--- config.mk ---
export PLATFORM = sky130hd
export DESIGN_NAME = fetch_unit
export DESIGN_NICKNAME = d
export VERILOG_FILES = /design/src/rtl/fetch_unit.sv
export SDC_FILE = /design/constraint.sdc
export NUM_CORES = 1
export LEC_CHECK = 0
export CORE_MARGIN = 4
export CORE_UTILIZATION = 55
export DETAILED_ROUTE_END_ITERATION = 10
export DONT_BUFFER_PORTS = 1
export HOLD_SLACK_MARGIN = 0.06
export PLACE_DENSITY = 0.75
export SETUP_SLACK_MARGIN = 0.3
export SLEW_MARGIN = 0
export SYNTH_ARGS = -nofsm -noshare
export SYNTH_HDL_FRONTEND = slang
export SYNTH_SLANG_ARGS = --single-unit
--- constraint.sdc ---
create_clock -name CLK -period 3.2 [get_ports CLK]
set_input_delay 0.8 -clock CLK [delete_from_list [all_inputs] [get_ports CLK]]
set_output_delay 0.8 -clock CLK [all_outputs]
set_load 0.01 [all_outputs]
--- src/rtl/fetch_unit.sv ---
// Instruction-fetch stage: PC register, imem request, one-entry stall hold buffer,
// redirect and HALT handling. Optional perf counters under `FETCH_PERF_EN`.
module fetch_unit #(
  parameter logic [31:0] PC_INIT = 32'h0000_0000,
  parameter logic [5:0]  HALT_OP = 6'b111111
) (
  input  logic        CLK,
  input  logic        RST,
  input  logic        ihit,
  input  logic [31:0] imemload,
  input  logic        stall,
  input  logic        redirect_en,
  input  logic [31:0] redirect_pc,
  output logic        imemREN,
  output logic [31:0] imemaddr,
  output logic        fetch_valid,
  output logic [31:0] fetch_npc,
  output logic [31:0] fetch_imemload,
`ifdef FETCH_PERF_EN
  output logic [31:0] fetch_count,
  output logic [31:0] stall_count,
`endif
  output logic        halted
);

  typedef enum logic [1:0] {RUN, HOLD, HALTED} state_t;

  state_t      state, state_n;
  logic [31:0] pc, pc_n;
  logic [31:0] hold_instr, hold_instr_n;
  logic [31:0] hold_npc, hold_npc_n;
  logic [31:0] pc_plus4;

  assign pc_plus4 = pc + 32'd4;
  assign imemaddr = pc;
  assign imemREN  = (state == RUN);
  assign halted   = (state == HALTED);

  always_ff @(posedge CLK) begin
    if (RST) begin
      state      <= RUN;
      pc         <= PC_INIT;
      hold_instr <= '0;
      hold_npc   <= '0;
    end else begin
      state      <= state_n;
      pc         <= pc_n;
      hold_instr <= hold_instr_n;
      hold_npc   <= hold_npc_n;
    end
  end

  always_comb begin
    state_n        = state;
    pc_n           = pc;
    hold_instr_n   = hold_instr;
    hold_npc_n     = hold_npc;
    fetch_valid    = 1'b0;
    fetch_npc      = '0;
    fetch_imemload = '0;

    if (redirect_en) begin
      state_n      = RUN;
      pc_n         = {redirect_pc[31:2], 2'b00};
      hold_instr_n = '0;
      hold_npc_n   = '0;
    end else begin
      unique case (state)
        RUN: begin
          if (ihit) begin
            // A HALT word never advances pc, whether delivered now or captured
            if (!stall) begin
              fetch_valid    = 1'b1;
              fetch_npc      = pc_plus4;
              fetch_imemload = imemload;
              if (imemload[31:26] == HALT_OP) state_n = HALTED;
              else                            pc_n    = pc_plus4;
            end else begin
              hold_instr_n = imemload;
              hold_npc_n   = pc_plus4;
              state_n      = HOLD;
              if (imemload[31:26] != HALT_OP) pc_n = pc_plus4;
            end
          end
        end
        HOLD: begin
          if (!stall) begin
            fetch_valid    = 1'b1;
            fetch_npc      = hold_npc;
            fetch_imemload = hold_instr;
            state_n        = (hold_instr[31:26] == HALT_OP) ? HALTED : RUN;
          end
        end
        HALTED: ;
        default: state_n = RUN;
      endcase
    end
  end

`ifdef FETCH_PERF_EN
  always_ff @(posedge CLK) begin
    if (RST) begin
      fetch_count <= '0;
      stall_count <= '0;
    end else begin
      if (fetch_valid)             fetch_count <= fetch_count + 32'd1;
      if (state == HOLD && stall)  stall_count <= stall_count + 32'd1;
    end
  end
`endif

endmodule

==> metrics.yaml, run 1 <==
status: "completed"
synthXorXnorAreaFrac: 0.0897
dr.pass1.iters: 7
worst_hold_slack_ns: 0.460
crit_required_ns: 2.40
grt_usage: 0.253
yosys.area_share.simple: 0.251
synth_fa_ha_area_frac: 0.00237
critPathMaxFanout: 6
relSlewSlack: 0.385
io_buffers: 0
dp_slack_ns: 0.258
worstHoldPathType: "flop to flop"
synth_compound_area_frac: 0.225
critPathKind: "flop to primary output"
drive_above_1_share: 0.178
drc: 0
powerDensity_nw_per_um2: 411
grt_pass1_vias: 4823
maxCapViolCount: 0
seq_area_frac_synth: 0.357
drtIter0Drc: 363
synth_area_um2: 5280
syn_inst: 717
die_w_um: 106
clock_latency_ns: 0.35
synth-main-ff-cell: "dfxtp_1"
rsz0062_at_grt: "yes"
setup_viol: 0
setup_tns_ns: 0
ant_nets: 0
overflow: 0
skew_ns: 0.0181
muxShareOfSynthArea: 0.00569
reg2regPathDepth: 6
dieArea_um2: 11200
cts_tree: "done"
ys_ff_latch: 94
crit_path_end_kind: "primary output"
start_util: 0.568
worst_ir_drop_vdd_mv: 0.297
cts-hold-fix-buffers: 0
gp_congestion: 0.898
p_leak_uw: 0.00231
timing.final.crit_share: 0.937
syn2layout_area_growth_pct: 16.6
worst_slew_pin_slew_ns: 0.922
min_path_cells: 2
total_power_uw: 2530
post_drt_wl_per_cell_um: 16.9
fmax_mhz: 333
h-tree-depth: 3
core_area_um2: 9280
worst_slack_ns: 0.201
clockRootBuffer: "clkbuf_8"
r2r_setup_slack_ns: 1.19
fp.dieH_um: 106
wirelength_mm: 14.8
min_period_ns: 3.00
antenna_found_initial: 0
cp-start-kind: "flop"
vias: 5162
slew_viol_final: 0
placementRows: 35
grt_max_degree: 58
fill_cells: 796
pin_count: 168
yosys.cell_types.count: 43
yosys_warnings: 0
async_reset_ff_frac: 0
cts_buffer_depth: 2
via_per_inst: 5.91
cts_buffers: 9
nets: 808
critPathArrivalTime_ns: 2.20
synth_enable_flop_cells: 0
grt_pass1_wl_mm: 23.4
final_cell_mix: "nand2_1, a21oi_1, dfxtp_1"
hpwlAfterDp_mm: 10.1
clk_pin_slew_worst_paths_ns: 0.10
final_common_cell: "nand2_1"
synth_top_family_by_area: "simple AND/OR/NAND/NOR gates"
hold_viol: 0
cts_sinks: 94
postSynthAreaPerCell_um2: 7.36
==> synth_stat cells, drive strengths merged (14+ instances only) <==
library cell	instances	area, um2
a21oi	82	410
a22oi	42	315
buf	17	97.6
clkbuf	46	175
dfxtp	94	1880
inv	23	86.3
nand2	129	484
nand3	14	70.1
nand4	16	128
nor2	68	255
nor3	15	118
o21a	23	173
o21ai	50	250
xnor2	35	307
xor2	19	166
==> kinds of logic (layout without fill, tap and decap cells) <==
family	count (synthesis)	count (layout)
compound gates	202	202
other cells	1	5
buf+inv	86	109
flops	94	94
fa+ha+maj	1	1
mux	3	3
xor+xnor	54	54
simple gates	276	276
==> report_power, final <==
part / switching (uW) / leakage, uW / internal [uW]
registers: 54.7 / 0.000773 / 1220
logic: 214 / 0.00142 / 139
clock network: 435 / 0.000117 / 468
==> layer usage <==
metal / share of wire / global-route usage / up-vias
li1: - / - / 2480
met2: 0.49 / 0.422 / 207
met5: 0 / 0 / -
met4: 0.023 / 0.0768 / 0
met3: 0.074 / 0.0601 / 32
met1: 0.41 / 0.324 / 2443
==> per-stage QoR <==
step	cell area (um2)	instances	util
5_1_grt	6150	872	0.662
6_report	6150	873	0.662
4_1_cts	6050	867	0.651
2_1_floorplan	5290	720	-
3_3_place_gp	5620	840	0.606
3_5_place_dp	5620	840	0.606
==> worst max-delay path, stage by stage, from the launching register on <==
cell and delay [ns]:
dfxtp_4 0.43, nand4_4 0.13, or4_4 0.63, nor3_4 0.22, xnor2_2 0.10, o21ai_1 0.18, buf_4 0.15
==> final cells by class <==
class | instances | area, um2 | area share
sequential | 94 | 1910 | 0.310
antenna | 1 | 2.50 | 0.000407
multi-input combinational | 540 | 3190 | 0.519
inverter | 23 | 86.3 | 0.0140
tap | 129 | 161 | 0.0263
clock inverter | 6 | 91.3 | 0.0149
clock buffer | 10 | 138 | 0.0224
timing repair buffer | 70 | 573 | 0.0932
==> final timing paths <==
kind | start | end
min reg2reg | hold_instr[24]$_SDFFE_PP0P_ | hold_instr[24]$_SDFFE_PP0P_
max | imemaddr[13]$_SDFFE_PP0P_ | fetch_npc[29]
min | hold_instr[24]$_SDFFE_PP0P_ | hold_instr[24]$_SDFFE_PP0P_
max reg2reg | imemaddr[8]$_SDFFE_PP0P_ | imemaddr[30]$_SDFFE_PP0P_
==> timing repair <==
action | 4_1_cts | 5_1_grt
buffers inserted | 11 | 5
pin swaps | 13 | 6
endpoints found under the setup margin | 22 | 58
gates resized for setup | 34 | 14
cloned | 0 | 0
==> flip-flops by register name (all words and copies together) (netlist names) <==
register,count
hold_instr,32
hold_npc,30
imemaddr,30
state,2
(Power assumes the default switching activity.)
==> run 2: changes to the inputs <==
--- a/config.mk
+++ b/config.mk
@@ -7,6 +7,7 @@
 export LEC_CHECK = 0
 export CORE_MARGIN = 4
 export CORE_UTILIZATION = 55
+export CTS_BUF_LIST = sky130_fd_sc_hd__clkbuf_8
 export DETAILED_ROUTE_END_ITERATION = 10
 export DONT_BUFFER_PORTS = 1
 export HOLD_SLACK_MARGIN = 0.06
==> results of run 2 <==
Final layout, timing and power as in run 1 (identical DEF).
==> run 3: changes to the inputs <==
--- a/config.mk
+++ b/config.mk
@@ -5,6 +5,7 @@
 export SDC_FILE = /design/constraint.sdc
 export NUM_CORES = 1
 export LEC_CHECK = 0
+export CORE_ASPECT_RATIO = 0.8
 export CORE_MARGIN = 4
 export CORE_UTILIZATION = 55
 export CTS_BUF_LIST = sky130_fd_sc_hd__clkbuf_8
==> metrics.yaml, run 3 (synthesis gave the netlist of run 1 again) <==
overflow: 0  # unchanged
skew_ns: 0.0148  # -0.00328 ns
critPathMaxFanout: 6  # unchanged
worstHoldPathType: "flop to flop"
critPathArrivalTime_ns: 2.18  # -0.02 ns
path_cells: "buf_6 > nand4_4 > or4_4 > nor3_4 > xnor2_2 > o21ai_1 > buf_4"
dieArea_um2: 11200  # about the same
min_path_cells: 2  # unchanged
r2r_start: "state[0]$_SDFFE_PP0P_"
slew_viol_final: 0  # unchanged
crit_start: "imemaddr[9]$_SDFFE_PP0P_"
path_delay_family: "simple AND/OR/NAND/NOR gates"
grt_pass1_wl_mm: 24.3  # +3.9%
fp.dieH_um: 95.6  # -9.8%
placementRows: 31  # -11%
relSlewSlack: 0.381  # -0.00410
die_w_um: 117  # +11%
nets: 809  # +0.12%
rsz0062_at_grt: "yes"
cts_buffer_depth: 2  # unchanged
clock_latency_ns: 0.37  # +0.02 ns
grt_pass1_vias: 4838  # +0.31%
fill_cells: 762  # -4.3%
syn2layout_area_growth_pct: 16.1
min_period_ns: 2.98  # -0.0185 ns
drc: 0  # unchanged
layoutNonFillerInstCount: 857  # -1.8%
ant_nets: 0  # unchanged
p_leak_uw: 0.00232  # +0.38%
hpwlAfterDp_mm: 10.4  # +3.6%
maxCapViolCount: 0  # unchanged
final_util: 0.666  # +0.00372
largest_reg_flops: 32  # unchanged
reg2regPathDepth: 6  # unchanged
vias: 5086  # -1.5%
critPathKind: "flop to primary output"
endpoint: "fetch_npc[23]"
pin_count: 168  # unchanged
clockRootBuffer: "clkbuf_8"
core_area_um2: 9190  # -0.98%
worst_path_largest_cell_delay_ns: 0.63  # about the same
dpl.cell_count: 826  # -1.7%
crit_path_end_kind: "primary output"
status: "completed"
crit_cells: 7  # +1
grt_usage: 0.264  # +0.0110
n_antenna_cell: 0  # -1
multi_input_area_um2: 3210  # +0.51%
io_buffers: 0  # unchanged
clk_pin_slew_worst_paths_ns: 0.08  # -0.02 ns
setup_viol: 0  # unchanged
start_util: 0.574  # +0.00565
r2r-end: "hold_instr[20]$_SDFFE_PP0P_"
final_common_cell: "nand2_1"
post_drt_wl_per_cell_um: 17.7  # +4.4%
cts_sinks: 94  # unchanged
gp_congestion: 0.861  # -4.2%
final_cell_mix: "nand2_1, a21oi_1, dfxtp_1"
worst_ir_drop_vdd_mv: 0.262  # -12%
wirelength_mm: 15.1  # +2.5%
largest-register: "hold_instr"
powerDensity_nw_per_um2: 396  # -3.7%
critPathSlowestCell: "or4_4"
cts_tree: "done"
h-tree-depth: 3  # unchanged
worst_slew_pin_slew_ns: 0.928  # +0.00615 ns
timing.final.crit_share: 0.931  # -0.00579
regArea_um2: 1910  # +0.33%
drive_above_1_share: 0.182  # +0.00428
crit_required_ns: 2.40  # about the same
hold_viol: 0  # unchanged
grt_max_degree: 58  # unchanged
cts_buffers: 9  # unchanged
cp-start-kind: "flop"
dr.pass1.iters: 5  # -2
path_buf_inv: 2  # +1
via_per_inst: 5.93  # +0.37%
fmax_mhz: 336  # +0.62%
drtIter0Drc: 515  # +42%
r2r_setup_slack_ns: 1.15  # -0.04 ns
setup_tns_ns: 0  # unchanged
antenna_found_initial: 0  # unchanged
==> run 3: cell types whose count changed in the layout (fill, tap and decap cells not counted), sizes merged <==
cell,before,now
buf,70,71
clkinv,2,0
diode,1,0
bufinv,2,1
clkbuf,10,11
==> run 3: worst min-delay path by stage <==
| stage | startpoint | endpoint | slack, ns |
|---|---|---|---|
| 2_1_floorplan | hold_instr[0]$_SDFFE_PP0P_ | hold_instr[0]$_SDFFE_PP0P_ | 0.44 |
| 3_3_place_gp | hold_instr[10]$_SDFFE_PP0P_ | hold_instr[10]$_SDFFE_PP0P_ | 0.44 |
| 3_5_place_dp | hold_instr[1]$_SDFFE_PP0P_ | hold_instr[1]$_SDFFE_PP0P_ | 0.45 |
| 4_1_cts | hold_instr[23]$_SDFFE_PP0P_ | hold_instr[23]$_SDFFE_PP0P_ | 0.46 |
| 5_1_grt | RST | imemaddr[3]$_SDFFE_PP0P_ | 0.48 |
| 6_report | hold_instr[23]$_SDFFE_PP0P_ | hold_instr[23]$_SDFFE_PP0P_ | 0.45 |
==> run 3: metrics by stage <==
| stage | instance area (um2) | worst slack [ns] | hold WS, ns | power, uW |
|---|---|---|---|---|
| after CTS | 5990 | 0.250 | 0.459 | 2420 |
| after global placement | 5600 | 0.386 | 0.441 | 1610 |
| after global routing | 6120 | 0.115 | 0.477 | 2530 |
| after detailed placement | 5600 | 0.326 | 0.448 | 1630 |
| final | 6120 | 0.219 | 0.454 | 2420 |
| after floorplan | 5290 | 0.400 | 0.436 | 1550 |
==> run 3: worst register-to-register path, stage by stage (launching register included) <==
cell and delay, ns:
dfxtp_1 0.39, nor3b_2 0.26, buf_4 0.18, and2_2 0.60
buf_12 0.31, nand2_1 0.10, a21oi_1 0.14
==> run 3: report_power, final <==
| part | switching, uW | internal [uW] |
|---|---|---|
| combinational | 208 | 139 |
| sequential | 61.8 | 1220 |
| clock | 405 | 391 |
==> run 3: layer usage <==
layer,global-route usage,routed length [um],vias up
li1,-,-,2467
met1,0.325,6200,2376
met2,0.438,7250,223
met3,0.0913,1460,20
met4,0.0859,232,0
met5,0,0,-
==> run 3: layout make-up <==
cell class,count,area share
clock inverter,3,0.00613
sequential,94,0.312
tap,115,0.0235
inverter,23,0.0141
multi-input combinational,540,0.524
clock buffer,11,0.0247
timing repair buffer,71,0.0954
==> run 3: timing repair <==
action,CTS,global route
gates resized for setup,34,29
hold buffers,0,0
endpoints found under the setup margin,21,61
setup buffers,11,6
pin swaps,9,8
